[config.mk]
export PLATFORM = sky130hd
export DESIGN_NAME = receiver_control_unit
export DESIGN_NICKNAME = d
export VERILOG_FILES = /design/src/rtl/uart_receiver_defines.sv /design/src/rtl/receiver_baud_counter.sv /design/src/rtl/receiver_control_unit.sv
export SDC_FILE = /design/constraint.sdc
export NUM_CORES = 1
export LEC_CHECK = 0
export CORE_MARGIN = 2
export CORE_UTILIZATION = 36
export DETAILED_ROUTE_END_ITERATION = 10
export PLACE_DENSITY = 0.66
export SYNTH_ARGS = -nofsm -noshare
export SYNTH_HDL_FRONTEND = slang
export SYNTH_SLANG_ARGS = --single-unit
export TNS_END_PERCENT = 30
[constraint.sdc]
create_clock -name i_clock -period 3.5 [get_ports i_clock]
set_clock_uncertainty 0.1 [all_clocks]
set_input_delay 0.35 -clock i_clock [delete_from_list [all_inputs] [get_ports i_clock]]
set_output_delay 0.35 -clock i_clock [all_outputs]
set_load 0.02 [all_outputs]
[src/rtl/uart_receiver_defines.sv]
// uart_receiver_defines: shared receive-path state encoding and default bit timing
package uart_receiver_defines;
  typedef enum logic [3:0] {
    IDLE  = 4'b0001,
    START = 4'b0010,
    DATA  = 4'b0100,
    STOP  = 4'b1000
  } state_t;
  localparam int CLKS_PER_BIT_DEFAULT = 16;
endpackage

[src/rtl/receiver_baud_counter.sv]
// receiver_baud_counter: bit-interval counter with clear, enable and target compare
// Ports: i_clock/i_resetL clock and async active-low reset; i_clear zeroes the count;
// i_enable advances it; o_match is high while the count equals i_target.
module receiver_baud_counter #(
  parameter int WIDTH = 4
) (
  input  logic             i_clock,
  input  logic             i_resetL,
  input  logic             i_clear,
  input  logic             i_enable,
  input  logic [WIDTH-1:0] i_target,
  output logic             o_match
);
  logic [WIDTH-1:0] count;
  always_ff @(posedge i_clock or negedge i_resetL)
    if (!i_resetL) count <= '0;
    else if (i_clear) count <= '0;
    else if (i_enable) count <= count + 1'b1;
  assign o_match = count == i_target;
endmodule

[src/rtl/receiver_control_unit.sv]
// receiver_control_unit: UART receive control FSM with line synchronizer and bit-centre strobe
// Ports: i_clock/i_resetL clock and async active-low reset; i_rx raw serial line;
// i_equal_MSB last-data-bit flag from the bit counter; o_state_is_* one-hot state;
// o_equal bit-centre strobe; o_sample synchronized line; o_rx_done / o_framing_error
// single-cycle frame result pulses.
module receiver_control_unit
  import uart_receiver_defines::*;
#(
  parameter int CLKS_PER_BIT       = CLKS_PER_BIT_DEFAULT,
  parameter int BAUD_COUNTER_WIDTH = 4
) (
  input  logic i_clock,
  input  logic i_resetL,
  input  logic i_rx,
  input  logic i_equal_MSB,
  output logic o_state_is_IDLE,
  output logic o_state_is_START,
  output logic o_state_is_DATA,
  output logic o_state_is_STOP,
  output logic o_equal,
  output logic o_sample,
  output logic o_rx_done,
  output logic o_framing_error
);
  localparam logic [BAUD_COUNTER_WIDTH-1:0] START_TARGET = BAUD_COUNTER_WIDTH'(CLKS_PER_BIT / 2 - 1);
  localparam logic [BAUD_COUNTER_WIDTH-1:0] BIT_TARGET   = BAUD_COUNTER_WIDTH'(CLKS_PER_BIT - 1);
  state_t state;
  logic sync1, sync2, sync_prev, match;
  logic [1:0] arm;
  logic [BAUD_COUNTER_WIDTH-1:0] target;
  assign target = state == START ? START_TARGET : BIT_TARGET;
  assign o_equal = match && state != IDLE;
  assign o_sample = sync2;
  assign o_state_is_IDLE = state == IDLE;
  assign o_state_is_START = state == START;
  assign o_state_is_DATA = state == DATA;
  assign o_state_is_STOP = state == STOP;
  receiver_baud_counter #(.WIDTH(BAUD_COUNTER_WIDTH)) u_baud (
    .i_clock  (i_clock),
    .i_resetL (i_resetL),
    .i_clear  (o_equal || state == IDLE),
    .i_enable (state != IDLE),
    .i_target (target),
    .o_match  (match)
  );
  // sync_prev stays low until sync2 carries a real line sample, so the
  // reset value of the synchronizer never looks like a falling edge.
  always_ff @(posedge i_clock or negedge i_resetL)
    if (!i_resetL) begin
      state <= IDLE;
      sync1 <= 1'b1;
      sync2 <= 1'b1;
      sync_prev <= 1'b0;
      arm <= 2'b00;
      o_rx_done <= 1'b0;
      o_framing_error <= 1'b0;
    end else begin
      sync1 <= i_rx;
      sync2 <= sync1;
      arm <= {arm[0], 1'b1};
      sync_prev <= sync2 && arm[1];
      o_rx_done <= state == STOP && o_equal && sync2;
      o_framing_error <= state == STOP && o_equal && !sync2;
      case (state)
        IDLE:    state <= sync_prev && !sync2 ? START : IDLE;
        START:   state <= !o_equal ? START : sync2 ? IDLE : DATA;
        DATA:    state <= o_equal && i_equal_MSB ? STOP : DATA;
        STOP:    state <= o_equal ? IDLE : STOP;
        default: state <= IDLE;
      endcase
    end
endmodule
==> impl_metrics.env, run 1 <==
export IMPL_finalSetupViolations=0
export IMPL_final_common_cell="dfrtp_1"
export IMPL_r2r_start="state[2]"
export IMPL_cp_max_fo=6
export IMPL_r2r_end="u_baud.count[3]"
export IMPL_post_route_period_util=0.815
export IMPL_maxSlewViolCount=0
export IMPL_start_util=0.394
export IMPL_hold_slack_ps=259
export IMPL_diodes=0
export IMPL_cts_tree="yes"
export IMPL_cts_sinks=15
export IMPL_status="finished, final reports clean"
export IMPL_syn_area_um2=694
export IMPL_grt_pass1_wl_um=1940
export IMPL_gp_congestion=0.727
export IMPL_worstMarginPinSlew_ps=801
export IMPL_cap_violations=0
export IMPL_regArea_um2=379
export IMPL_synth_cells=62
export IMPL_path_buf_inv=1
export IMPL_drive_above_1_share=0.200
export IMPL_core_area_um2=1760
export IMPL_io_pins=12
export IMPL_fin_setup_tns_ps=0
export IMPL_antenna_found_initial=0
export IMPL_hpwlAfterDp_um=913
export IMPL_ys_ff_latch=15
export IMPL_clk_path_buf_depth=2
export IMPL_layout_common_cells="dfrtp_1, clkdlybuf4s50_1, nand2_1"
export IMPL_crit_family="simple AND/OR/NAND/NOR gates"
export IMPL_post_cts_setup_buffer_count=0
export IMPL_cts_clk_slew_worst_paths_ps=100
export IMPL_cp_end_kind="output port"
export IMPL_yosys_warnings=0
export IMPL_post_drt_wl_per_cell_um=11.9
export IMPL_rsz0062_at_grt="false"
export IMPL_slowest_delay_ps=670
export IMPL_clk_insertion_delay_late_ps=280
export IMPL_power_leakage_nw=0.368
export IMPL_syn_area_per_cell_um2=11.2
export IMPL_synth_seq_area_share=0.546
export IMPL_startpoint_type="flip-flop"
export IMPL_cts_resized=0
export IMPL_synthDistinctLibCells=35
export IMPL_maxSlewHeadroom=0.459
export IMPL_fp_dieH_um=47.9
export IMPL_fill_cells=170
export IMPL_drc=0
export IMPL_hold_class="reg -> reg"
export IMPL_routed_via_density=4.78
export IMPL_die_w_um=47.9
export IMPL_cp_arrival_ps=2400
export IMPL_crit_type="reg -> out"
export IMPL_detail_route_antenna_nets=0
export IMPL_path_cells="or4b_1, xnor2_2, nor3b_2, clkdlybuf4s50_1"
export IMPL_min_period_ps=2850
export IMPL_multi_input_area_um2=295
export IMPL_min_path_cells=0
export IMPL_crit_required_ps=3050
export IMPL_dr_first_iter_drc_count=14
export IMPL_die_area_um2=2300
export IMPL_ir_drop_v=0.000281
export IMPL_syn_nets=67
export IMPL_r2r_slack_ps=1740
export IMPL_postCtsHoldBufs=0
export IMPL_cts_htree_levels=1
export IMPL_whs_endpoint="o_sample"
export IMPL_powerDensity_nw_per_um2=550
export IMPL_grt_overflow=0
export IMPL_io_buffers=11
export IMPL_hold_violations=0
export IMPL_vias=478
export IMPL_fmax_ghz=0.351
export IMPL_area_growth_pct=23.1
export IMPL_cts_root_buf="clkbuf_4"
export IMPL_crit_slowest_cell="or4b_1"
export IMPL_grt_max_degree=16
export IMPL_reg2regPathDepth=4
export IMPL_rows=15
export IMPL_dr_pass1_iters=4
export IMPL_nets=81
export IMPL_routed_wl_um=1190
export IMPL_numCtsBuffers=3
export IMPL_grt_use_total=0.125
export IMPL_grt_pass1_vias=409
export IMPL_hp_start="sync1"
[power breakdown]
part / total, mW / switching, mW / internal (mW) / leakage, nW
clock: 0.0969 / 0.0546 / 0.0424 / 0.0177
sequential: 0.234 / 0.0301 / 0.204 / 0.191
combinational: 0.139 / 0.0757 / 0.0631 / 0.159
total: 0.470 / 0.160 / 0.309 / 0.368
[state kept, by name, indices dropped and copies added (netlist names)]
signal	count
o_rx_done	1
sync_prev	1
o_sample	1
sync1	1
u_baud.count	4
state	4
arm	2
o_framing_error	1
[metal layers]
metal	vias to the layer above	share of wire	global-route usage
li1	244	-	-
met1	227	0.51	0.200
met2	5	0.46	0.155
met3	2	0.021	0.0226
met4	0	0.0067	0.0649
met5	-	0	0
[area by class of cell]
type,instances,share of cell area
inverters,3,0.0132
flip-flops and latches,15,0.444
well taps,25,0.0366
clock buffers,3,0.0264
multi-input cells,42,0.346
clock inverters,1,0.00586
repair buffers,11,0.129
[cells in the mapped netlist]
library cell	instances	area share
a221o_1	1	0.014
or4b_1	2	0.029
o211ai_1	1	0.011
a21oi_1	1	0.0072
clkbuf_1	1	0.0054
nand2b_1	1	0.0090
o21ai_0	2	0.014
nor2b_1	1	0.0090
nor3b_2	1	0.018
a31o_2	1	0.013
ha_1	1	0.018
dfstp_2	3	0.11
nor4b_1	1	0.013
conb_1	1	0.0054
o21ai_1	2	0.014
and3_1	2	0.018
and2_1	2	0.018
buf_2	1	0.0072
nand3_1	2	0.014
nor3_2	1	0.014
nor3_1	1	0.0072
inv_2	2	0.011
xor2_1	1	0.013
o21ai_2	1	0.013
nor4b_2	1	0.022
nor2_1	3	0.016
a311oi_1	1	0.013
a31oi_1	1	0.0090
a2bb2oi_1	1	0.013
xnor2_2	1	0.023
dfrtp_1	12	0.43
nand2_1	6	0.032
inv_1	1	0.0054
o311ai_1	1	0.013
xnor2_1	1	0.013
[cells by family after synthesis]
logic type      Yosys count  synth area share
simple gates             24             0.220
flops                    15             0.546
compound gates           13             0.133
buf+inv                   5            0.0288
xor+xnor                  3            0.0487
fa+ha+maj                 1            0.0180
other cells               1           0.00540
[stage by stage]
stage / instances / setup WS [ps] / power, mW / cell area [µm²] / utilization
after CTS: 100 / 633 / 0.473 / 855 / 0.484
final: 100 / 649 / 0.470 / 855 / 0.484
after global routing: 100 / 533 / 0.499 / 855 / 0.484
after floorplan: 62 / 1480 / 0.329 / 694 / -
after detailed placement: 96 / 961 / 0.376 / 827 / 0.469
after global placement: 96 / 975 / 0.375 / 827 / 0.469
[how the worst max path moves through the flow]
| stage | startpoint | end | slack, ps | cells past startpoint |
|---|---|---|---|---|
| after global routing | state[2] | o_equal | 530 | 4 |
| after floorplan | state[2] | o_equal | 1480 | 4 |
| after global placement | state[2] | o_equal | 980 | 4 |
| after CTS | state[2] | o_equal | 630 | 4 |
| after detailed placement | state[2] | o_equal | 960 | 4 |
| final | state[2] | o_equal | 650 | 4 |
Note: power is estimated with default switching activity, not from simulation.
==> run 2, diff against run 1 <==
PLACE_DENSITY = 0.68   (was 0.66)
clock period = 2.6 ns   (was 3.5 ns; I/O delays follow)
==> run 2 against run 1 <==
Clock power rose by 33%. Power rose by 34%. Sequential power rose by 34%.
==> impl_metrics.env, run 2 (synthesized netlist as in run 1, its figures left out) <==
export IMPL_drc=0
export IMPL_cts_root_buf="clkbuf_4"
export IMPL_status="finished, final reports clean"
export IMPL_routed_wl_um=1180
export IMPL_die_w_um=47.9
export IMPL_start_util=0.394
export IMPL_whs_endpoint="arm[1]"
export IMPL_path_cells="or4b_1, inv_2, clkdlybuf4s50_1"
export IMPL_grt_max_degree=16
export IMPL_detail_route_antenna_nets=0
export IMPL_power_leakage_nw=0.398
export IMPL_post_drt_wl_per_cell_um=11.6
export IMPL_routed_via_density=5.02
export IMPL_layout_common_cells="dfrtp_1, clkdlybuf4s50_1, nand2_1"
export IMPL_layoutNonFillerInstCount=102
export IMPL_grt_overflow=0
export IMPL_design_area_um2=870
export IMPL_cts_sinks=15
export IMPL_dr_pass1_iters=3
export IMPL_grt_use_total=0.125
export IMPL_hpwlAfterDp_um=881
export IMPL_top_regs="state (4), u_baud.count (4), arm (2)"
export IMPL_met2_length_um=571
export IMPL_hold_violations=0
export IMPL_grt_pass1_wl_um=1900
export IMPL_r2r_end="u_baud.count[3]"
export IMPL_crit_required_ps=2240
export IMPL_numCtsBuffers=3
export IMPL_fmax_ghz=0.398
export IMPL_cp_arrival_ps=2150
export IMPL_r2r_slack_ps=850
export IMPL_min_period_ps=2510
export IMPL_drive_above_1_share=0.208
export IMPL_io_buffers=11
export IMPL_cts_clk_slew_worst_paths_ps=90
export IMPL_gp_congestion=0.730
export IMPL_core_area_um2=1760
export IMPL_area_growth_pct=25.2
export IMPL_diodes=0
export IMPL_io_pins=12
export IMPL_post_cts_setup_buffer_count=0
export IMPL_die_area_um2=2300
export IMPL_cts_htree_levels=1
export IMPL_maxSlewViolCount=0
export IMPL_ir_drop_v=0.000387
export IMPL_startpoint_type="flip-flop"
export IMPL_hold_class="reg -> reg"
export IMPL_reg2regPathDepth=5
export IMPL_maxSlewHeadroom=0.572
export IMPL_dpl_cell_count=98
export IMPL_grt_pass1_vias=443
export IMPL_dr_first_iter_drc_count=3
export IMPL_worstMarginPinSlew_ps=641
export IMPL_route_met3_wl_um=31
export IMPL_final_common_cell="dfrtp_1"
export IMPL_crit_slowest_cell="clkdlybuf4s50_1"
export IMPL_rows=15
export IMPL_cap_violations=0
export IMPL_fin_setup_tns_ps=0
export IMPL_fp_dieH_um=47.9
export IMPL_rsz0062_at_grt="false"
export IMPL_powerDensity_nw_per_um2=726
export IMPL_cp_end_kind="output port"
export IMPL_post_route_period_util=0.966
export IMPL_highest_layer="met4"
export IMPL_clk_insertion_delay_late_ps=280
export IMPL_finalSetupViolations=0
export IMPL_crit_type="reg -> out"
export IMPL_antenna_found_initial=0
export IMPL_hp_start="arm[0]"
export IMPL_nets=83
export IMPL_wl_met1_um=567
export IMPL_vias=512
export IMPL_min_path_cells=0
export IMPL_dpl_cell_area_um2=842
export IMPL_clk_path_buf_depth=2
export IMPL_r2r_start="state[2]"
export IMPL_hold_slack_ps=257
export IMPL_slowest_delay_ps=610
export IMPL_cp_max_fo=6
export IMPL_cts_tree="yes"
run 2: cell count changes in the layout (fill, tap and decap cells not counted):
cell             delta
buf_4               +2
clkdlybuf4s50_1     -2
clkbuf_1            +1
clkinv_2            -1
dlygate4sd2_1       +1
dlymetal6s2s_1      +1
run 2: critical path, delay by kind of cell (launching register included):
kind,cells,cell delay [ps]
flops,1,570
simple gates,1,550
buf+inv,2,750
run 2: routing by layer:
| layer | vias to the layer above | global-route usage |
|---|---|---|
| met5 | - | 0 |
| met2 | 7 | 0.181 |
| met1 | 250 | 0.177 |
| li1 | 253 | - |
| met4 | 0 | 0.0649 |
| met3 | 2 | 0.0226 |
run 2: through the flow:
stage / utilization / total power [mW] / setup slack (ps)
floorplan: - / 0.443 / 674
global placement: 0.477 / 0.511 / 248
CTS: 0.491 / 0.639 / 13.3
finish: 0.493 / 0.632 / 89.6
detailed placement: 0.477 / 0.511 / 226
global route: 0.493 / 0.673 / 4.68
run 2: report_power, final:
part	internal, mW	switching, mW
logic	0.0868	0.102
clock network	0.0594	0.0698
registers	0.274	0.0396
run 2: worst max-delay path by stage:
stage / startpoint / endpoint / slack, ps / cells after the start
floorplan: state[2] / o_equal / 670 / 4
global placement: state[2] / o_equal / 250 / 4
detailed placement: state[2] / o_equal / 230 / 4
CTS: state[2] / o_state_is_START / 10 / 4
global route: state[0] / o_state_is_IDLE / 5 / 3
finish: state[0] / o_state_is_IDLE / 90 / 3
run 2: final cells by class:
cell class | instances | area, µm²
Sequential cell | 15 | 379
Clock buffer | 4 | 26.3
Fill cell | 176 | 895
Timing Repair Buffer | 13 | 126
Inverter | 3 | 11.3
Tap cell | 25 | 31.3
Multi-Input combinational cell | 42 | 295
run 2: what timing repair did:
action / CTS / global route
endpoints found under the setup margin: 1 / 1
hold buffers: 0 / 0
resized for setup: 1 / 1
